<file path="src/rtl/serial_adder.sv">
// Bit-serial adder: one full-adder slice and one carry flop, LSB first.
// It takes parallel operands on start and returns a parallel sum and carry-out after WIDTH edges.
module serial_adder #(
  parameter int WIDTH = 8
) (
  input  logic             clk,
  input  logic             rst_n,
  input  logic             start,
  input  logic [WIDTH-1:0] a,
  input  logic [WIDTH-1:0] b,
  input  logic             c,
  output logic             busy,
  output logic             done,
  output logic [WIDTH-1:0] sum,
  output logic             carry
);

  localparam int CW = (WIDTH > 1) ? $clog2(WIDTH) : 1;
  localparam int RW = (WIDTH > 1) ? WIDTH - 1 : 1;

  localparam logic [1:0] S_IDLE = 2'd0;
  localparam logic [1:0] S_ADD  = 2'd1;
  localparam logic [1:0] S_DONE = 2'd2;

  logic [1:0]       r_state;
  logic [WIDTH-1:0] r_a_sh;
  logic [WIDTH-1:0] r_b_sh;
  logic             r_cf;
  logic [RW-1:0]    r_res;
  logic [CW-1:0]    r_count;
  logic             r_busy;
  logic             r_done;
  logic [WIDTH-1:0] r_sum;
  logic             r_carry;

  logic             w_s;
  logic             w_co;
  logic             w_last;
  logic [WIDTH-1:0] w_res_nxt;
  logic [RW-1:0]    w_res_keep;

  assign w_s    = r_a_sh[0] ^ r_b_sh[0] ^ r_cf;
  assign w_co   = (r_a_sh[0] & r_b_sh[0]) | (r_a_sh[0] & r_cf) | (r_b_sh[0] & r_cf);
  assign w_last = (r_count == CW'(WIDTH - 1));

  // The result register keeps only the WIDTH-1 bits already produced.
  // The current slice bit is merged in on the fly, so the final edge can publish the whole word.
  generate
    if (WIDTH == 1) begin : g_w1
      assign w_res_nxt  = w_s;
      assign w_res_keep = w_s;
    end else begin : g_wn
      assign w_res_nxt  = {w_s, r_res};
      assign w_res_keep = w_res_nxt[WIDTH-1:1];
    end
  endgenerate

  always_ff @(posedge clk) begin
    if (!rst_n) begin
      r_state <= S_IDLE;
      r_a_sh  <= '0;
      r_b_sh  <= '0;
      r_cf    <= 1'b0;
      r_res   <= '0;
      r_count <= '0;
      r_busy  <= 1'b0;
      r_done  <= 1'b0;
      r_sum   <= '0;
      r_carry <= 1'b0;
    end else begin
      case (r_state)
        S_IDLE: begin
          if (start) begin
            r_a_sh  <= a;
            r_b_sh  <= b;
            r_cf    <= c;
            r_count <= '0;
            r_busy  <= 1'b1;
            r_state <= S_ADD;
          end
        end
        S_ADD: begin
          r_cf    <= w_co;
          r_res   <= w_res_keep;
          r_a_sh  <= r_a_sh >> 1;
          r_b_sh  <= r_b_sh >> 1;
          r_count <= r_count + 1'b1;
          if (w_last) begin
            r_sum   <= w_res_nxt;
            r_carry <= w_co;
            r_done  <= 1'b1;
            r_busy  <= 1'b0;
            r_state <= S_DONE;
          end
        end
        S_DONE: begin
          r_done  <= 1'b0;
          r_state <= S_IDLE;
        end
        default: r_state <= S_IDLE;
      endcase
    end
  end

  assign busy  = r_busy;
  assign done  = r_done;
  assign sum   = r_sum;
  assign carry = r_carry;

endmodule

</file>
<file path="config.mk">
export PLATFORM = sky130hd
export DESIGN_NAME = serial_adder
export DESIGN_NICKNAME = d
export VERILOG_FILES = /design/src/rtl/serial_adder.sv
export SDC_FILE = /design/constraint.sdc
export NUM_CORES = 1
export LEC_CHECK = 0
export ABC_AREA = 1
export CORE_MARGIN = 2
export CORE_UTILIZATION = 52
export DETAILED_ROUTE_END_ITERATION = 8
export PLACE_DENSITY_LB_ADDON = 0.25
export SYNTH_ARGS = -nofsm -noshare
export SYNTH_HDL_FRONTEND = slang
export SYNTH_SLANG_ARGS = --single-unit
</file>
<file path="constraint.sdc">
create_clock -name clk -period 1.8 [get_ports clk]
set_input_delay 0.36 -clock clk [delete_from_list [all_inputs] [get_ports clk]]
set_output_delay 0.36 -clock clk [all_outputs]
set_load 0.01 [all_outputs]
</file>
# Word level (Yosys, flattened, before mapping)
# Cells that the tools add are included.
[totals]
register_bits = 40
wordCells = 47
[op_classes]
add_sub_neg = 1
n_eq_ne = 5
muxes = 16
bitwise = 7
reduce_logical = 8
[ops]
columns = ["operator", "n"]
rows = [
  ["8-bit case mux with 2 select lines", 2],
  ["8-bit 2-to-1 mux", 2],
  ["2-bit AND reduction", 4],
  ["1-bit case mux with 2 select lines", 3],
  ["3-bit case mux with 2 select lines", 1],
  ["1-bit 2-to-1 mux", 4],
  ["2-bit 2-to-1 mux", 2],
  ["2-bit inequality test, second input constant", 2],
  ["2-bit case mux with 2 select lines", 1],
  ["2-bit nonzero test", 2],
  ["3-bit by 1-bit adder with 3-bit output, second input constant", 1],
  ["1-bit bitwise AND", 3],
  ["3-bit equality test, second input constant", 1],
  ["3-bit 2-to-1 mux", 1],
  ["3-bit AND reduction", 1],
  ["2-bit by 1-bit equality test with 1-bit output, second input constant", 1],
  ["2-bit equality test, second input constant", 1],
  ["2-bit zero test", 1],
  ["1-bit OR", 2],
  ["1-bit XOR", 2],
]

# Logic depth before layout (Yosys ltp)
[logic_depth]
word_depth = 4
ltp_mapped = 7
mapped_depth_nobuf = 6

# Worst setup path after synthesis
# OpenSTA, ideal clock, no wires.
[synth_timing]
path_kind = "reg2reg"
from = "register r_count[0]"
to = "register r_carry, in the netlist carry"
setup_ns = 0.070
arrival_time_ns = 1.238
t_required_ns = 1.730
slack_ns = 0.491
path_stages_with_launch = 7
n_path_buf = 1
synth_period_minus_slack_ns = 1.309
cell_sequence = "dfxtp_1 ha_1 ha_1 buf_2 nand3_1 nand2_1 a21oi_1"
[synth_via]
elab_chain_len = 2
[synth_lines]
columns = ["item", "line_no", "text"]
rows = [
  ["start: declaration", "30", "logic [CW-1:0] r_count;"],
  ["start signal: assignment", "87", "r_count <= r_count + 1'b1;"],
  ["3-bit equality test", "44", "assign w_last = (r_count == CW'(WIDTH - 1));"],
  ["2-bit AND reduction (no source line)", "n/a", ""],
  ["end signal: assignment", "90", "r_carry <= w_co;"],
  ["end: declaration", "34", "logic r_carry;"],
]
# Every way passes these cells.
# A chain may end at the register's enable or synchronous reset.

# Worst setup path in the final report
[layout_timing]
from = "register r_sum[4], in the netlist sum[4]"
to = "output sum[4]"
[layout_lines]
columns = ["item", "line_no", "text"]
rows = [
  ["start: declaration", "33", "logic [WIDTH-1:0] r_sum;"],
  ["start signal: assignment", "89", "r_sum <= w_res_nxt;"],
  ["end: declaration", "14", "output logic [WIDTH-1:0] sum,"],
]
# No word-level cell between the ends.

==> reports/qor.yml <==
outcome:
  status: "complete, no violations"
power_and_ir_drop:
  powerDensity_nw_per_um2: 822
  vdd_drop_max_mv: 0.576
  power.leakage_nw: 0.965
finish:
  area_delta_synth_final_pct: 22.9
  drive_gt1_frac: 0.0584
  nFillCells: 319
  diodes: 0
  final_nets: 314
  fin_area_um2: 2200
yosys:
  synth.distinct_cells: 19
  synth_top_area_cell: "dfxtp_1"
  synthFlopType: "dfxtp_1"
  synth_top_cell_area_share: 0.447
  synth_area_leaders: "dfxtp_1, nor2_1, nand2_1"
  ys_seq_area_frac: 0.447
  yosys_warnings: 0
  synth_edf_count: 0
  syn-num-nets: 285
  synthArstFlopShare: 0
  synth_seq_cells: 40
  synth_commonest_cells: "nor2_1, nand2_1, dfxtp_1"
  syn_area_um2: 1790
  synth.avg_cell_area_um2: 6.87
  yosysMostFrequentCell: "nor2_1"
  synth_cells: 261
global_routing:
  grt_overflow: 0
  antenna_found_initial: 0
  grt_pass1_vias: 1449
  grt.total_usage: 0.200
  grt_max_degree: 51
  grt_pass1_wl_um: 6200
setup_path:
  cp_top_family: "buffers and inverters"
  critPathCaptureType: "output port"
  startpoint_type: "flip-flop"
  critPathArrivalTime_ns: 1.24
  crit_slowest_cell: "clkdlybuf4s50_1"
  path_class: "reg2out"
  cp_cell_sequence: "clkdlybuf4s50_1"
  slowest_delay_ns: 0.53
  path_buf_inv: 1
  ff2ff_setup_slack_ns: 0.39
  critPathRequiredTime_ns: 1.44
  cp_max_fo: 2
floorplanning:
  rows: 21
  die_h_um: 62.7
  dieWidth_um: 62.7
  die-area_um2: 3930
  design.core.area_um2: 3340
  initial_utilization: 0.537
  pin_count: 31
drt:
  antenna_left: 0
  wl_per_cell_um: 10.6
  via_per_inst: 4.79
  first_iter_violations: 133
  met2_length_um: 1630
  first_pass_iters: 4
  met3WireLength_um: 190
  totalWireLength_um: 3560
  via_count: 1615
  routed.top_layer: "met4"
  drt-met1-wl_um: 1650
  drcViolationCount: 0
clocking:
  cts_resized: 0
  root_buffer: "clkbuf_4"
  clk_pin_slew_ns: 0.12
  post-cts-setup-buffers: 0
  clock_latency_ns: 0.35
  cts_hold_buf: 0
  clockBufferDepth: 2
  cts_tree: "built"
  h-tree-depth: 2
  numCtsBuffers: 5
  cts.sinks: 40
sta:
  grt_setup_unrepaired: "no"
  tns_ns: 0
  post-route-min-period_ns: 1.60
  max_slew_margin: 0.666
  drv_slew: 0
  clock_skew_ns: 0.00412
  final-hold-violation-count: 0
  finalSetupViolCount: 0
  tightest_slew_ns: 0.501
  max_freq_mhz: 625
  fin_crit_sh: 0.889
placed_design:
  gp_congestion: 0.805
  numPortBuffers: 30
  placed_cell_area_um2: 2130
  hpwl_um: 2340
run:
  cap_violations: 0
min_path:
  hold_path_class: "reg2reg"
==> flip-flops by register name, indices dropped and copies added (netlist names) <==
register and flops:
r_a_sh 8, r_b_sh 8, sum 8, r_res 7, r_count 3, r_state 2, busy 1, carry 1
done 1, r_cf 1
==> layout by cell type (no fill, tap or decap), drive strengths merged <==
cell	count
fa	1
and3	1
inv	19
nor2	63
nand3	28
dfxtp	40
nand3b	3
a21oi	15
o21ai	9
clkbuf	6
buf	7
nand2	63
ha	3
bufinv	1
clkdlybuf4s50	30
clkinv	1
a21boi	1
==> cells by family after synthesis <==
| family | count (synthesis) | synth area share |
|---|---|---|
| and+or+nand+nor | 158 | 0.361 |
| DFF | 40 | 0.447 |
| buffers and inverters | 34 | 0.0893 |
| AOI/OAI and AO/OA | 25 | 0.0712 |
| adders and majority gates | 4 | 0.0321 |
==> cell type report <==
| class | count | area [um2] | share of cell area |
|---|---|---|---|
| flip-flops and latches | 40 | 801 | 0.363 |
| well taps | 46 | 57.6 | 0.0261 |
| repair buffers | 37 | 365 | 0.166 |
| inverters | 19 | 71.3 | 0.0324 |
| clock buffers | 6 | 41.3 | 0.0187 |
| clock inverters | 2 | 35.0 | 0.0159 |
| multi-input cells | 187 | 832 | 0.378 |
==> path summary, 6_finish.rpt <==
path / endpoint / start / depth (start not counted)
setup / recovery: sum[4] / sum[4]$_SDFFE_PN0P_ / 1
hold reg to reg: sum[3]$_SDFFE_PN0P_ / sum[3]$_SDFFE_PN0P_ / 2
setup reg to reg: sum[1]$_SDFFE_PN0P_ / r_count[0]$_SDFFE_PN0P_ / 5
hold / removal: sum[3]$_SDFFE_PN0P_ / sum[3]$_SDFFE_PN0P_ / 2
==> metrics by stage <==
step           utilization  cells  total power [W]  setup WS (ns)  hold slack (ns)
2_1_floorplan            -    261          0.00116          0.491            0.456
3_3_place_gp         0.637    329          0.00124          0.214            0.452
3_5_place_dp         0.637    329          0.00125          0.182            0.455
4_1_cts              0.660    337          0.00182          0.187            0.472
5_1_grt              0.660    337          0.00190          0.145            0.496
6_report             0.660    337          0.00181          0.199            0.470
==> where the power goes <==
group | switching [W] | internal [W]
logic | 0.000146 | 0.000121
registers | 0.0000242 | 0.000935
clock network | 0.000294 | 0.000291
==> metal layers <==
metal | vias up | track usage
met1 | 699 | 0.239
met4 | 0 | 0.0889
met3 | 9 | 0.0631
met2 | 36 | 0.329
li1 | 871 | -
met5 | - | 0
(Power assumes the default switching activity.)
